--- src/rtl/usb_hub_pkg.sv ---
// Shared line-state constants, state enums and line helpers for the hub repeater.
package usb_hub_pkg;

  localparam logic [1:0] LINE_J   = 2'b10;
  localparam logic [1:0] LINE_K   = 2'b01;
  localparam logic [1:0] LINE_SE0 = 2'b00;
  localparam logic [1:0] LINE_SE1 = 2'b11;

  typedef enum logic [1:0] {
    DISCONNECTED = 2'd0,
    DISABLED     = 2'd1,
    ENABLED      = 2'd2
  } port_state_e;

  typedef enum logic [1:0] {
    IDLE = 2'd0,
    DOWN = 2'd1,
    UP   = 2'd2,
    EOP  = 2'd3
  } route_state_e;

  // SE1 is an illegal bus state and is folded into J wherever it is seen.
  function automatic logic is_j(input logic [1:0] line);
    return (line == LINE_J) || (line == LINE_SE1);
  endfunction

  function automatic logic [1:0] norm_line(input logic [1:0] line);
    return (line == LINE_SE1) ? LINE_J : line;
  endfunction

endpackage

--- src/rtl/usb_hub_port_fsm.sv ---
// One downstream port: attach debounce, idle-time detach, and enable/disable/babble handling.
module usb_hub_port_fsm
  import usb_hub_pkg::*;
#(
  parameter int unsigned DEBOUNCE_CYCLES   = 16,
  parameter int unsigned DISCONNECT_CYCLES = 8
) (
  input  logic       clk_i,
  input  logic       rst_ni,
  input  logic [1:0] rx_line_i,
  input  logic       route_idle_i,
  input  logic       enable_i,
  input  logic       disable_i,
  input  logic       babble_i,
  output logic       connected_o,
  output logic       enabled_o,
  output logic       babble_err_o
);

  localparam int unsigned DebW  = $clog2(DEBOUNCE_CYCLES + 1);
  localparam int unsigned DiscW = $clog2(DISCONNECT_CYCLES + 1);
  localparam logic [DebW-1:0]  DebLast  = DebW'(DEBOUNCE_CYCLES - 1);
  localparam logic [DiscW-1:0] DiscLast = DiscW'(DISCONNECT_CYCLES - 1);

  port_state_e      state_q, state_d;
  logic [DebW-1:0]  deb_cnt_q, deb_cnt_d;
  logic [DiscW-1:0] disc_cnt_q, disc_cnt_d;
  logic             babble_err_q, babble_err_d;
  logic             detach;

  // Detach only counts while no packet is being routed; otherwise it sits at zero.
  always_comb begin
    disc_cnt_d = '0;
    detach     = 1'b0;
    if (route_idle_i && (rx_line_i == LINE_SE0)) begin
      if (disc_cnt_q == DiscLast) detach = 1'b1;
      else disc_cnt_d = disc_cnt_q + DiscW'(1);
    end
  end

  always_comb begin
    state_d      = state_q;
    deb_cnt_d    = '0;
    babble_err_d = 1'b0;
    case (state_q)
      DISCONNECTED: begin
        if (is_j(rx_line_i)) begin
          if (deb_cnt_q == DebLast) state_d = DISABLED;
          else deb_cnt_d = deb_cnt_q + DebW'(1);
        end
      end
      DISABLED: begin
        if (enable_i && !disable_i) state_d = ENABLED;
      end
      ENABLED: begin
        if (disable_i || babble_i) begin
          state_d      = DISABLED;
          babble_err_d = babble_i;
        end
      end
      default: state_d = DISCONNECTED;
    endcase
    if (detach) begin
      state_d      = DISCONNECTED;
      babble_err_d = 1'b0;
    end
  end

  always_ff @(posedge clk_i or negedge rst_ni) begin
    if (!rst_ni) begin
      state_q      <= DISCONNECTED;
      deb_cnt_q    <= '0;
      disc_cnt_q   <= '0;
      babble_err_q <= 1'b0;
    end else begin
      state_q      <= state_d;
      deb_cnt_q    <= deb_cnt_d;
      disc_cnt_q   <= disc_cnt_d;
      babble_err_q <= babble_err_d;
    end
  end

  always_comb begin
    connected_o  = (state_q != DISCONNECTED);
    enabled_o    = (state_q == ENABLED);
    babble_err_o = babble_err_q;
  end

endmodule

--- src/rtl/usb_hub_repeater.sv ---
// Full-speed hub repeater: routes host<->downstream packets with one cycle of latency,
// manages per-port state and aborts routes that run longer than the babble limit.
module usb_hub_repeater
  import usb_hub_pkg::*;
#(
  parameter int unsigned NUM_PORTS         = 4,
  parameter int unsigned DEBOUNCE_CYCLES   = 16,
  parameter int unsigned DISCONNECT_CYCLES = 8,
  parameter int unsigned BABBLE_CYCLES     = 4096
) (
  input  logic                   hi_clock,
  input  logic                   reset_n,
  input  logic [1:0]             host_rx_line,
  output logic [1:0]             host_tx_line,
  output logic                   host_tx_oe,
  input  logic [2*NUM_PORTS-1:0] dev_rx_line,
  output logic [2*NUM_PORTS-1:0] dev_tx_line,
  output logic [NUM_PORTS-1:0]   dev_tx_oe,
  input  logic [NUM_PORTS-1:0]   port_enable,
  input  logic [NUM_PORTS-1:0]   port_disable,
  output logic [NUM_PORTS-1:0]   port_connected,
  output logic [NUM_PORTS-1:0]   port_enabled,
  output logic [NUM_PORTS-1:0]   babble_err,
  output logic [1:0]             route_state
);

  localparam int unsigned SrcW = (NUM_PORTS > 1) ? $clog2(NUM_PORTS) : 1;
  localparam int unsigned BabW = $clog2(BABBLE_CYCLES) + 1;
  localparam logic [BabW-1:0] BabLimit = BabW'(BABBLE_CYCLES);

  route_state_e           route_q, route_d;
  logic [SrcW-1:0]        src_q, src_d;
  logic [NUM_PORTS-1:0]   mask_q, mask_d;
  logic                   up_q, up_d;
  logic                   se0_seen_q, se0_seen_d;
  logic [BabW-1:0]        bab_cnt_q, bab_cnt_d;
  logic [1:0]             host_line_q, host_line_d;
  logic                   host_oe_q, host_oe_d;
  logic [2*NUM_PORTS-1:0] dev_line_q, dev_line_d;
  logic [NUM_PORTS-1:0]   dev_oe_q, dev_oe_d;
  logic [NUM_PORTS-1:0]   babble_vec;
  logic                   dev_k_hit;
  logic [SrcW-1:0]        dev_k_idx;
  logic [1:0]             src_line;
  logic [1:0]             side_line;
  logic                   active_d;

  for (genvar g = 0; g < NUM_PORTS; g++) begin : g_port
    usb_hub_port_fsm #(
      .DEBOUNCE_CYCLES  (DEBOUNCE_CYCLES),
      .DISCONNECT_CYCLES(DISCONNECT_CYCLES)
    ) u_port (
      .clk_i       (hi_clock),
      .rst_ni      (reset_n),
      .rx_line_i   (dev_rx_line[2*g +: 2]),
      .route_idle_i(route_q == IDLE),
      .enable_i    (port_enable[g]),
      .disable_i   (port_disable[g]),
      .babble_i    (babble_vec[g]),
      .connected_o (port_connected[g]),
      .enabled_o   (port_enabled[g]),
      .babble_err_o(babble_err[g])
    );
  end

  // Lowest-index enabled port showing K wins the upstream route.
  always_comb begin
    dev_k_hit = 1'b0;
    dev_k_idx = '0;
    for (int i = NUM_PORTS - 1; i >= 0; i--) begin
      if (port_enabled[i] && (dev_rx_line[2*i +: 2] == LINE_K)) begin
        dev_k_hit = 1'b1;
        dev_k_idx = SrcW'(i);
      end
    end
  end

  always_comb begin
    src_line = LINE_J;
    for (int i = 0; i < NUM_PORTS; i++) begin
      if (src_q == SrcW'(i)) src_line = dev_rx_line[2*i +: 2];
    end
    side_line = up_q ? src_line : host_rx_line;
  end

  always_comb begin
    route_d    = route_q;
    src_d      = src_q;
    mask_d     = mask_q;
    up_d       = up_q;
    se0_seen_d = 1'b0;
    bab_cnt_d  = '0;
    babble_vec = '0;
    case (route_q)
      IDLE: begin
        if (host_rx_line == LINE_K) begin
          route_d = DOWN;
          up_d    = 1'b0;
          mask_d  = port_enabled;
        end else if (dev_k_hit) begin
          route_d = UP;
          up_d    = 1'b1;
          src_d   = dev_k_idx;
        end
      end
      DOWN, UP: begin
        bab_cnt_d = bab_cnt_q + BabW'(1);
        if (bab_cnt_d == BabLimit) begin
          route_d   = IDLE;
          bab_cnt_d = '0;
          for (int i = 0; i < NUM_PORTS; i++) begin
            if (up_q && (src_q == SrcW'(i))) babble_vec[i] = 1'b1;
          end
        end else begin
          se0_seen_d = (side_line == LINE_SE0);
          if (se0_seen_q && is_j(side_line)) route_d = EOP;
        end
      end
      default: route_d = IDLE;
    endcase
  end

  // The EOP state keeps the enables of the finished route up for one trailing J.
  always_comb begin
    active_d    = (route_d != IDLE) || (route_q == EOP);
    host_oe_d   = active_d && up_d;
    host_line_d = LINE_J;
    if (host_oe_d && (route_q == IDLE)) host_line_d = LINE_K;
    else if (host_oe_d && (route_q != EOP)) host_line_d = norm_line(src_line);
    dev_oe_d   = (active_d && !up_d) ? (mask_d & port_enabled) : '0;
    dev_line_d = {NUM_PORTS{LINE_J}};
    for (int i = 0; i < NUM_PORTS; i++) begin
      if (dev_oe_d[i] && (route_q != EOP)) dev_line_d[2*i +: 2] = norm_line(host_rx_line);
    end
  end

  always_ff @(posedge hi_clock or negedge reset_n) begin
    if (!reset_n) begin
      route_q     <= IDLE;
      src_q       <= '0;
      mask_q      <= '0;
      up_q        <= 1'b0;
      se0_seen_q  <= 1'b0;
      bab_cnt_q   <= '0;
      host_line_q <= LINE_J;
      host_oe_q   <= 1'b0;
      dev_line_q  <= {NUM_PORTS{LINE_J}};
      dev_oe_q    <= '0;
    end else begin
      route_q     <= route_d;
      src_q       <= src_d;
      mask_q      <= mask_d;
      up_q        <= up_d;
      se0_seen_q  <= se0_seen_d;
      bab_cnt_q   <= bab_cnt_d;
      host_line_q <= host_line_d;
      host_oe_q   <= host_oe_d;
      dev_line_q  <= dev_line_d;
      dev_oe_q    <= dev_oe_d;
    end
  end

  assign host_tx_line = host_line_q;
  assign host_tx_oe   = host_oe_q;
  assign dev_tx_line  = dev_line_q;
  assign dev_tx_oe    = dev_oe_q;
  assign route_state  = route_q;

endmodule
--- config.mk ---
export PLATFORM = sky130hd
export DESIGN_NAME = usb_hub_repeater
export DESIGN_NICKNAME = d
export VERILOG_FILES = /design/src/rtl/usb_hub_pkg.sv /design/src/rtl/usb_hub_port_fsm.sv /design/src/rtl/usb_hub_repeater.sv
export SDC_FILE = /design/constraint.sdc
export NUM_CORES = 1
export LEC_CHECK = 0
export CELL_PAD_IN_SITES_DETAIL_PLACEMENT = 1
export CELL_PAD_IN_SITES_GLOBAL_PLACEMENT = 2
export CORE_MARGIN = 2
export CORE_UTILIZATION = 42
export CTS_BUF_LIST = sky130_fd_sc_hd__clkbuf_8
export CTS_CLUSTER_SIZE = 20
export DETAILED_ROUTE_END_ITERATION = 10
export DONT_BUFFER_PORTS = 1
export PLACE_DENSITY = 0.93
export SLEW_MARGIN = 20
export SYNTH_ARGS = -nofsm -noshare
export SYNTH_HDL_FRONTEND = slang
export SYNTH_HIERARCHICAL = 1
export SYNTH_SLANG_ARGS = --single-unit
--- constraint.sdc ---
create_clock -name hi_clock -period 4 [get_ports hi_clock]
set_clock_uncertainty 0.2 [all_clocks]
set_input_delay 0.4 -clock hi_clock [delete_from_list [all_inputs] [get_ports hi_clock]]
set_output_delay 0.4 -clock hi_clock [all_outputs]
set_load 0.03 [all_outputs]
==> results.sh, run 1 <==
export IMPL_synth_top_cell_area_share_pct=48.39
export IMPL_fin_crit_sh_pct=78.70
export IMPL_synthDominantAreaCellType="sky130_fd_sc_hd__dfrtp_1"
export IMPL_detailed_route_via_count=3113
export IMPL_synth_area_um2=4189
export IMPL_grt_pass1_wl_mm=16.44
export IMPL_detail_route_antenna_nets=0
export IMPL_yosys_top_cells_area="sky130_fd_sc_hd__dfrtp_1 (48%), sky130_fd_sc_hd__nor2_1 (5.3%), sky130_fd_sc_hd__nand2_1 (3.3%)"
export IMPL_share_of_async_settable_or_async_resettable_flops_after_synthesis_pct=100.0
export IMPL_maximum_number_of_pins_on_one_net_before_global_route_repair=87
export IMPL_net_count_after_synthesis=452
export IMPL_antenna_violations_before_repair=0
export IMPL_cp_max_fo=9
export IMPL_p_leak_uw=0.002121
export IMPL_setup_viol=0
export IMPL_fp_dieArea_um2=10790
export IMPL_start_util_pct=43.06
export IMPL_clock_tree_buffer_depth=2
export IMPL_power_per_cell_area_nw_per_um2=492.1
export IMPL_start_kind="flop"
export IMPL_hold_buffers=6
export IMPL_buffer_ports_inserted=0
export IMPL_rsz0062_at_grt="false"
export IMPL_worst_endpoint_arrival_ns=3.16
export IMPL_pins_over_slew_limit=0
export IMPL_dieWidth_um=103.9
export IMPL_worst_setup_hold_path_clk_slew_ns=0.10
export IMPL_path_class="flop to flop"
export IMPL_max_cap_violations=0
export IMPL_grt_overflow_total=0
export IMPL_timing_setup_tns_ns=0
export IMPL_syn_to_final_growth_pct=10.87
export IMPL_tritoncts_num_buffers=9
export IMPL_drt_pass1_iter_count=4
export IMPL_hold_class="primary input to flop"
export IMPL_std_cell_rows=36
export IMPL_num_fill_cells=1124
export IMPL_post_drt_wl_per_cell_um=16.53
export IMPL_yosysUniqueCellTypes=56
export IMPL_place_gp_congestion=0.7535
export IMPL_vert_die_dim_um=103.9
export IMPL_hpwlAfterDp_mm=6.884
export IMPL_clock_insertion_delay_worst_skew_ns=0.35
export IMPL_vdd_drop_max_uv=190.8
export IMPL_cts_num_sinks=86
export IMPL_viasPerCell=5.423
export IMPL_worst_hold_slack_ns=0.07237
export IMPL_track_usage_pct=18.66
export IMPL_ys_flop_type="sky130_fd_sc_hd__dfrtp_1"
export IMPL_synth_warnings=6
export IMPL_io_pins=49
export IMPL_tightest_slew_ns=0.9317
export IMPL_finalHoldViolations=0
export IMPL_drive_above_1_share_pct=8.844
export IMPL_synth_ff_latch_count=86
export IMPL_period_minus_slack_ns=3.148
export IMPL_clock_tree_htree_level_count=3
export IMPL_cts_setup_buffers=0
export IMPL_end_kind="flop"
export IMPL_post_route_drc_count=0
export IMPL_status="complete, no violations"
export IMPL_fmax_mhz=317.6
export IMPL_synth_edff_count=0
export IMPL_antenna_cells_inserted=0
export IMPL_nNetsFinal=467
export IMPL_ys_seq_area_share_pct=51.52
export IMPL_final_routed_wirelength_across_all_metal_layers_mm=9.488
export IMPL_core_area_um2=9729
export IMPL_worst_slew_margin_relative_to_its_limit_pct=37.65
export IMPL_first_iter_violations=125
export IMPL_cts_resized_gates=0
export IMPL_crit_required_ns=4.01
export IMPL_grt_pass1_vias=3380
export IMPL_clock_tree_from_tritoncts="built"
export IMPL_postLayoutCellArea_um2=4644
export IMPL_standard_cell_area_after_detailed_placement_um2=4352
export IMPL_cts_root_buffer="sky130_fd_sc_hd__clkbuf_8"
export IMPL_postSynthCellCount=421
export IMPL_syn_avg_cell_area_um2=9.950
cell usage after synthesis (all sizes together) (3+ instances only):
master / n
nor2: 59
a31oi: 4
a22oi: 4
nand2: 37
xnor2: 13
or3: 6
dfrtp: 81
xor2: 10
nand3b: 5
o31ai: 6
inv: 23
a211o: 4
a21oi: 15
o31a: 3
or2: 5
nor3b: 4
and3b: 3
and3: 6
or3b: 8
dfstp: 5
mux2i: 4
nand3: 23
clkbuf: 5
a21boi: 3
nor3: 19
and2: 5
ha: 11
and2b: 4
o21ai: 17
o21a: 5
nor2b: 7
critical path, stage by stage, from the launching register on:
cell and delay [ns]:
sky130_fd_sc_hd__dfrtp_1 0.48, sky130_fd_sc_hd__nand4_4 0.17, sky130_fd_sc_hd__or3_4 0.44, sky130_fd_sc_hd__a2111o_1 0.48
sky130_fd_sc_hd__or4_4 0.61, sky130_fd_sc_hd__nor3_1 0.31, sky130_fd_sc_hd__inv_1 0.08, sky130_fd_sc_hd__a22oi_1 0.17
sky130_fd_sc_hd__nor3_1 0.07
sequential cells by signal, indices dropped and copies added, names as in the netlist:
name and cells:
g_port.u_port/babble_err_o 4, route_state 2, g_port.u_port/state_q 8, mask_q 4, dev_tx_oe 4, host_tx_oe 1, src_q 2, g_port.u_port/deb_cnt_q 20
dev_tx_line 8, g_port.u_port/disc_cnt_q 16, up_q 1, se0_seen_q 1, bab_cnt_q 13, host_tx_line 2
layout by cell type (no fill, tap or decap), types with 7 or more instances in the layout:
cell,instances
sky130_fd_sc_hd__dfrtp_1,81
sky130_fd_sc_hd__nor2_1,59
sky130_fd_sc_hd__nand2_1,37
sky130_fd_sc_hd__inv_1,23
sky130_fd_sc_hd__nand3_1,23
sky130_fd_sc_hd__nor3_1,19
sky130_fd_sc_hd__a21oi_1,15
sky130_fd_sc_hd__xnor2_1,13
sky130_fd_sc_hd__o21ai_0,12
sky130_fd_sc_hd__ha_1,11
sky130_fd_sc_hd__clkbuf_8,11
sky130_fd_sc_hd__xor2_1,10
sky130_fd_sc_hd__or3b_1,8
sky130_fd_sc_hd__nor2b_1,7
power by group:
group | internal (µW) | switching, µW
clock | 329 | 316
sequential | 966 | 139
combinational | 191 | 345
path summary, 6_finish.rpt:
check	startpoint	end	slack, ns	cells past startpoint
worst max-delay path	bab_cnt_q[3]	g_port[0].u_port/state_q[1]	0.85	8
worst min-delay path	port_disable[0]	g_port[0].u_port/state_q[0]	0.07	2
worst max register to register	bab_cnt_q[3]	g_port[0].u_port/state_q[1]	0.85	8
worst min register to register	g_port[2].u_port/deb_cnt_q[0]	g_port[2].u_port/deb_cnt_q[0]	0.26	1
max in group asynchronous	reset_n	g_port[3].u_port/state_q[0]	2.83	2
min in group asynchronous	reset_n	dev_tx_oe[2]	0.41	2
cell families (layout without fill, tap and decap cells):
group                      Yosys count  count (layout)  share of synthesized area [%]
AOI/OAI and AO/OA                   67              67                          10.90
muxes                                7               7                          2.300
adders and majority gates           11              11                          3.285
buffers and inverters               29              49                          2.867
xor gates and xnor gates            23              23                          4.809
DFF                                 86              86                          51.52
and+or+nand+nor                    198             198                          24.31
per-layer routing:
metal	global-route usage [%]	vias up	wire length, µm
li1	-	1486	-
met1	23.36	1550	4176
met2	31.39	61	4627
met3	4.825	16	469
met4	6.467	0	215
met5	0	-	0
per-stage QoR:
step,instances,util [%],power [µW],setup WS [ns]
floorplan,421,-,1513,1.151
global placement,552,44.73,1606,0.9693
detailed placement,552,44.73,1635,0.8635
CTS,574,47.74,2313,0.8308
global route,574,47.74,2439,0.6517
finish,574,47.74,2286,0.8518
cell type report:
type,count,area [µm²],area share [%]
multi-input combinational,306,1911,41.14
inverter,23,86.33,1.859
sequential,86,2158,46.47
timing repair buffer,10,107.6,2.317
tap,133,166.4,3.583
clock inverter,5,63.81,1.374
clock buffer,11,151.4,3.260
Note: power is estimated with default switching activity, not from simulation.
==> run 2: changes to the inputs <==
--- a/config.mk
+++ b/config.mk
@@ -8,12 +8,12 @@
 export CELL_PAD_IN_SITES_DETAIL_PLACEMENT = 1
 export CELL_PAD_IN_SITES_GLOBAL_PLACEMENT = 2
 export CORE_MARGIN = 2
-export CORE_UTILIZATION = 42
+export CORE_UTILIZATION = 38
 export CTS_BUF_LIST = sky130_fd_sc_hd__clkbuf_8
 export CTS_CLUSTER_SIZE = 20
 export DETAILED_ROUTE_END_ITERATION = 10
 export DONT_BUFFER_PORTS = 1
-export PLACE_DENSITY = 0.93
+export PLACE_DENSITY = 0.89
 export SLEW_MARGIN = 20
 export SYNTH_ARGS = -nofsm -noshare
 export SYNTH_HDL_FRONTEND = slang
==> constraint.sdc (replaced) <==
create_clock -name hi_clock -period 2.75 [get_ports hi_clock]
set_clock_uncertainty 0.2 [all_clocks]
set_input_delay 0.275 -clock hi_clock [delete_from_list [all_inputs] [get_ports hi_clock]]
set_output_delay 0.275 -clock hi_clock [all_outputs]
set_load 0.03 [all_outputs]
==> results.sh, run 2 (synthesis results as in run 1) <==
export IMPL_num_fill_cells=1195
export IMPL_dr_wl_met2_mm=5.276
export IMPL_clock_insertion_delay_worst_skew_ns=0.38
export IMPL_vert_die_dim_um=109.0
export IMPL_place_ws_ns=-0.02232
export IMPL_worst_slew_margin_relative_to_its_limit_pct=63.73
export IMPL_largest_registers="g_port.u_port/deb_cnt_q (20), g_port.u_port/disc_cnt_q (16), bab_cnt_q (13)"
export IMPL_fmax_mhz=365.8
export IMPL_power_per_cell_area_nw_per_um2=710.1
export IMPL_p_leak_uw=0.002315
export IMPL_worstReg2RegStart="bab_cnt_q[0]"
export IMPL_tightest_slew_ns=0.5404
export IMPL_grt_pass1_vias=3579
export IMPL_buffer_ports_inserted=0
export IMPL_first_iter_violations=118
export IMPL_dieWidth_um=109.0
export IMPL_status="complete, no violations"
export IMPL_clock_tree_htree_level_count=3
export IMPL_critical_path_startpoint="bab_cnt_q[0]"
export IMPL_track_usage_pct=19.57
export IMPL_worst_setup_hold_path_clk_slew_ns=0.09
export IMPL_min_delay_worst_endpoint="g_port[3].u_port/deb_cnt_q[4]"
export IMPL_detail_route_antenna_nets=0
export IMPL_fin_crit_sh_pct=99.42
export IMPL_worst_r2r_setup_slack_ns=0.02
export IMPL_finalPower_uw=3575
export IMPL_finalHoldViolations=0
export IMPL_viasPerCell=5.264
export IMPL_dr_max_layer_used="met4"
export IMPL_timing_hold_worst_start="dev_rx_line[7]"
export IMPL_detailed_route_via_count=3248
export IMPL_cts_num_sinks=86
export IMPL_period_minus_slack_ns=2.734
export IMPL_post_place_cells=577
export IMPL_vdd_drop_max_uv=309.5
export IMPL_layout_cells_most_common_list="sky130_fd_sc_hd__dfrtp_1 (80), sky130_fd_sc_hd__nor2_1 (59), sky130_fd_sc_hd__nand2_1 (37)"
export IMPL_maximum_number_of_pins_on_one_net_before_global_route_repair=87
export IMPL_hpwlAfterDp_mm=7.256
export IMPL_grt_overflow_total=0
export IMPL_pins_over_slew_limit=0
export IMPL_tritoncts_num_buffers=9
export IMPL_clock_tree_from_tritoncts="built"
export IMPL_post_drt_wl_per_cell_um=17.27
export IMPL_place_gp_congestion=0.8059
export IMPL_start_kind="flop"
export IMPL_clock_tree_buffer_depth=2
export IMPL_holdPathStages=2
export IMPL_syn_to_final_growth_pct=20.16
export IMPL_antenna_violations_before_repair=0
export IMPL_path_class="flop to flop"
export IMPL_layout_cells_most_common="sky130_fd_sc_hd__dfrtp_1"
export IMPL_final_routed_wirelength_across_all_metal_layers_mm=10.65
export IMPL_end_kind="flop"
export IMPL_dr_wl_met3_um=550
export IMPL_max_cap_violations=0
export IMPL_drt_met1_wl_mm=4.616
export IMPL_drive_above_1_share_pct=14.88
export IMPL_io_pins=49
export IMPL_fp_dieArea_um2=11880
export IMPL_cp_max_fo=4
export IMPL_std_cell_rows=38
export IMPL_timing_setup_tns_ns=0
export IMPL_setup_ws_ns=0.01594
export IMPL_r2r_end="g_port[3].u_port/state_q[1]"
export IMPL_grt_pass1_wl_mm=17.77
export IMPL_largest_reg_flops=20
export IMPL_post_route_drc_count=0
export IMPL_rsz0062_at_grt="true"
export IMPL_crit_required_ns=2.80
export IMPL_hold_class="primary input to flop"
export IMPL_layout_cells_non_filler=617
export IMPL_worst_endpoint_arrival_ns=2.79
export IMPL_nNetsFinal=503
export IMPL_drt_pass1_iter_count=4
export IMPL_start_util_pct=38.81
export IMPL_core_area_um2=10790
export IMPL_reg2regPathDepth=8
export IMPL_setup_viol=0
export IMPL_largest_register="g_port.u_port/deb_cnt_q"
export IMPL_cts_root_buffer="sky130_fd_sc_hd__clkbuf_8"
export IMPL_antenna_cells_inserted=0
-- run 2: worst max-delay path by stage --
stage | end | slack, ns | cells past startpoint
finish | g_port[3].u_port/state_q[1] | 0.02 | 8
global route | g_port[3].u_port/state_q[1] | -0.11 | 8
CTS | g_port[3].u_port/state_q[1] | 0.008 | 8
detailed placement | g_port[3].u_port/state_q[1] | -0.02 | 8
global placement | g_port[0].u_port/state_q[1] | 0.1 | 8
floorplan | g_port[2].u_port/state_q[1] | 0.03 | 8
-- run 2: cell type report --
class                   instances  area [µm²]  area share (%)
clock buffers                  10       137.6           2.734
clock inverters                 6       86.33           1.715
inverters                      23       86.33           1.715
multi-input cells             306        1976           39.25
flip-flops and latches         86        2160           42.90
well taps                     140       175.2           3.480
repair buffers                 46       412.9           8.203
-- run 2: worst max-delay path, stage by stage (launching register included) --
cell                       delay (ns)
sky130_fd_sc_hd__dfrtp_1         0.42
sky130_fd_sc_hd__nand3_2         0.12
sky130_fd_sc_hd__or3_4           0.39
sky130_fd_sc_hd__a2111o_1        0.45
sky130_fd_sc_hd__or4_4           0.52
sky130_fd_sc_hd__nor3_4          0.22
sky130_fd_sc_hd__inv_1           0.07
sky130_fd_sc_hd__a22oi_2         0.15
sky130_fd_sc_hd__nor3_1          0.07
-- run 2: timing repair --
action                     in CTS  in global routing
setup endpoints to repair       4                  8
setup buffers                   3                  1
gates resized for setup         0                 11
hold buffers                   20                  0
pin swaps                       0                  3
hold endpoints to repair      120                  0
-- run 2: metal layers --
layer  vias to the layer above  GRT usage, %
met4                         0         7.784
li1                       1556             -
met1                      1616         24.95
met5                         -             0
met2                        61         31.85
met3                        15         4.901
-- run 2: per-stage QoR --
step / util [%] / hold slack, ns / cell area, µm²
floorplan: - / -0.2206 / 4210
global placement: 41.85 / -0.2151 / 4517
detailed placement: 41.85 / -0.2158 / 4517
CTS: 46.15 / 0.02708 / 4981
global route: 46.64 / 0.04209 / 5034
finish: 46.64 / 0.03674 / 5034
-- run 2: power breakdown --
part | internal [µW] | switching, µW | total, µW
clock | 535 | 481 | 1020
sequential | 1410 | 160 | 1570
combinational | 381 | 611 | 992
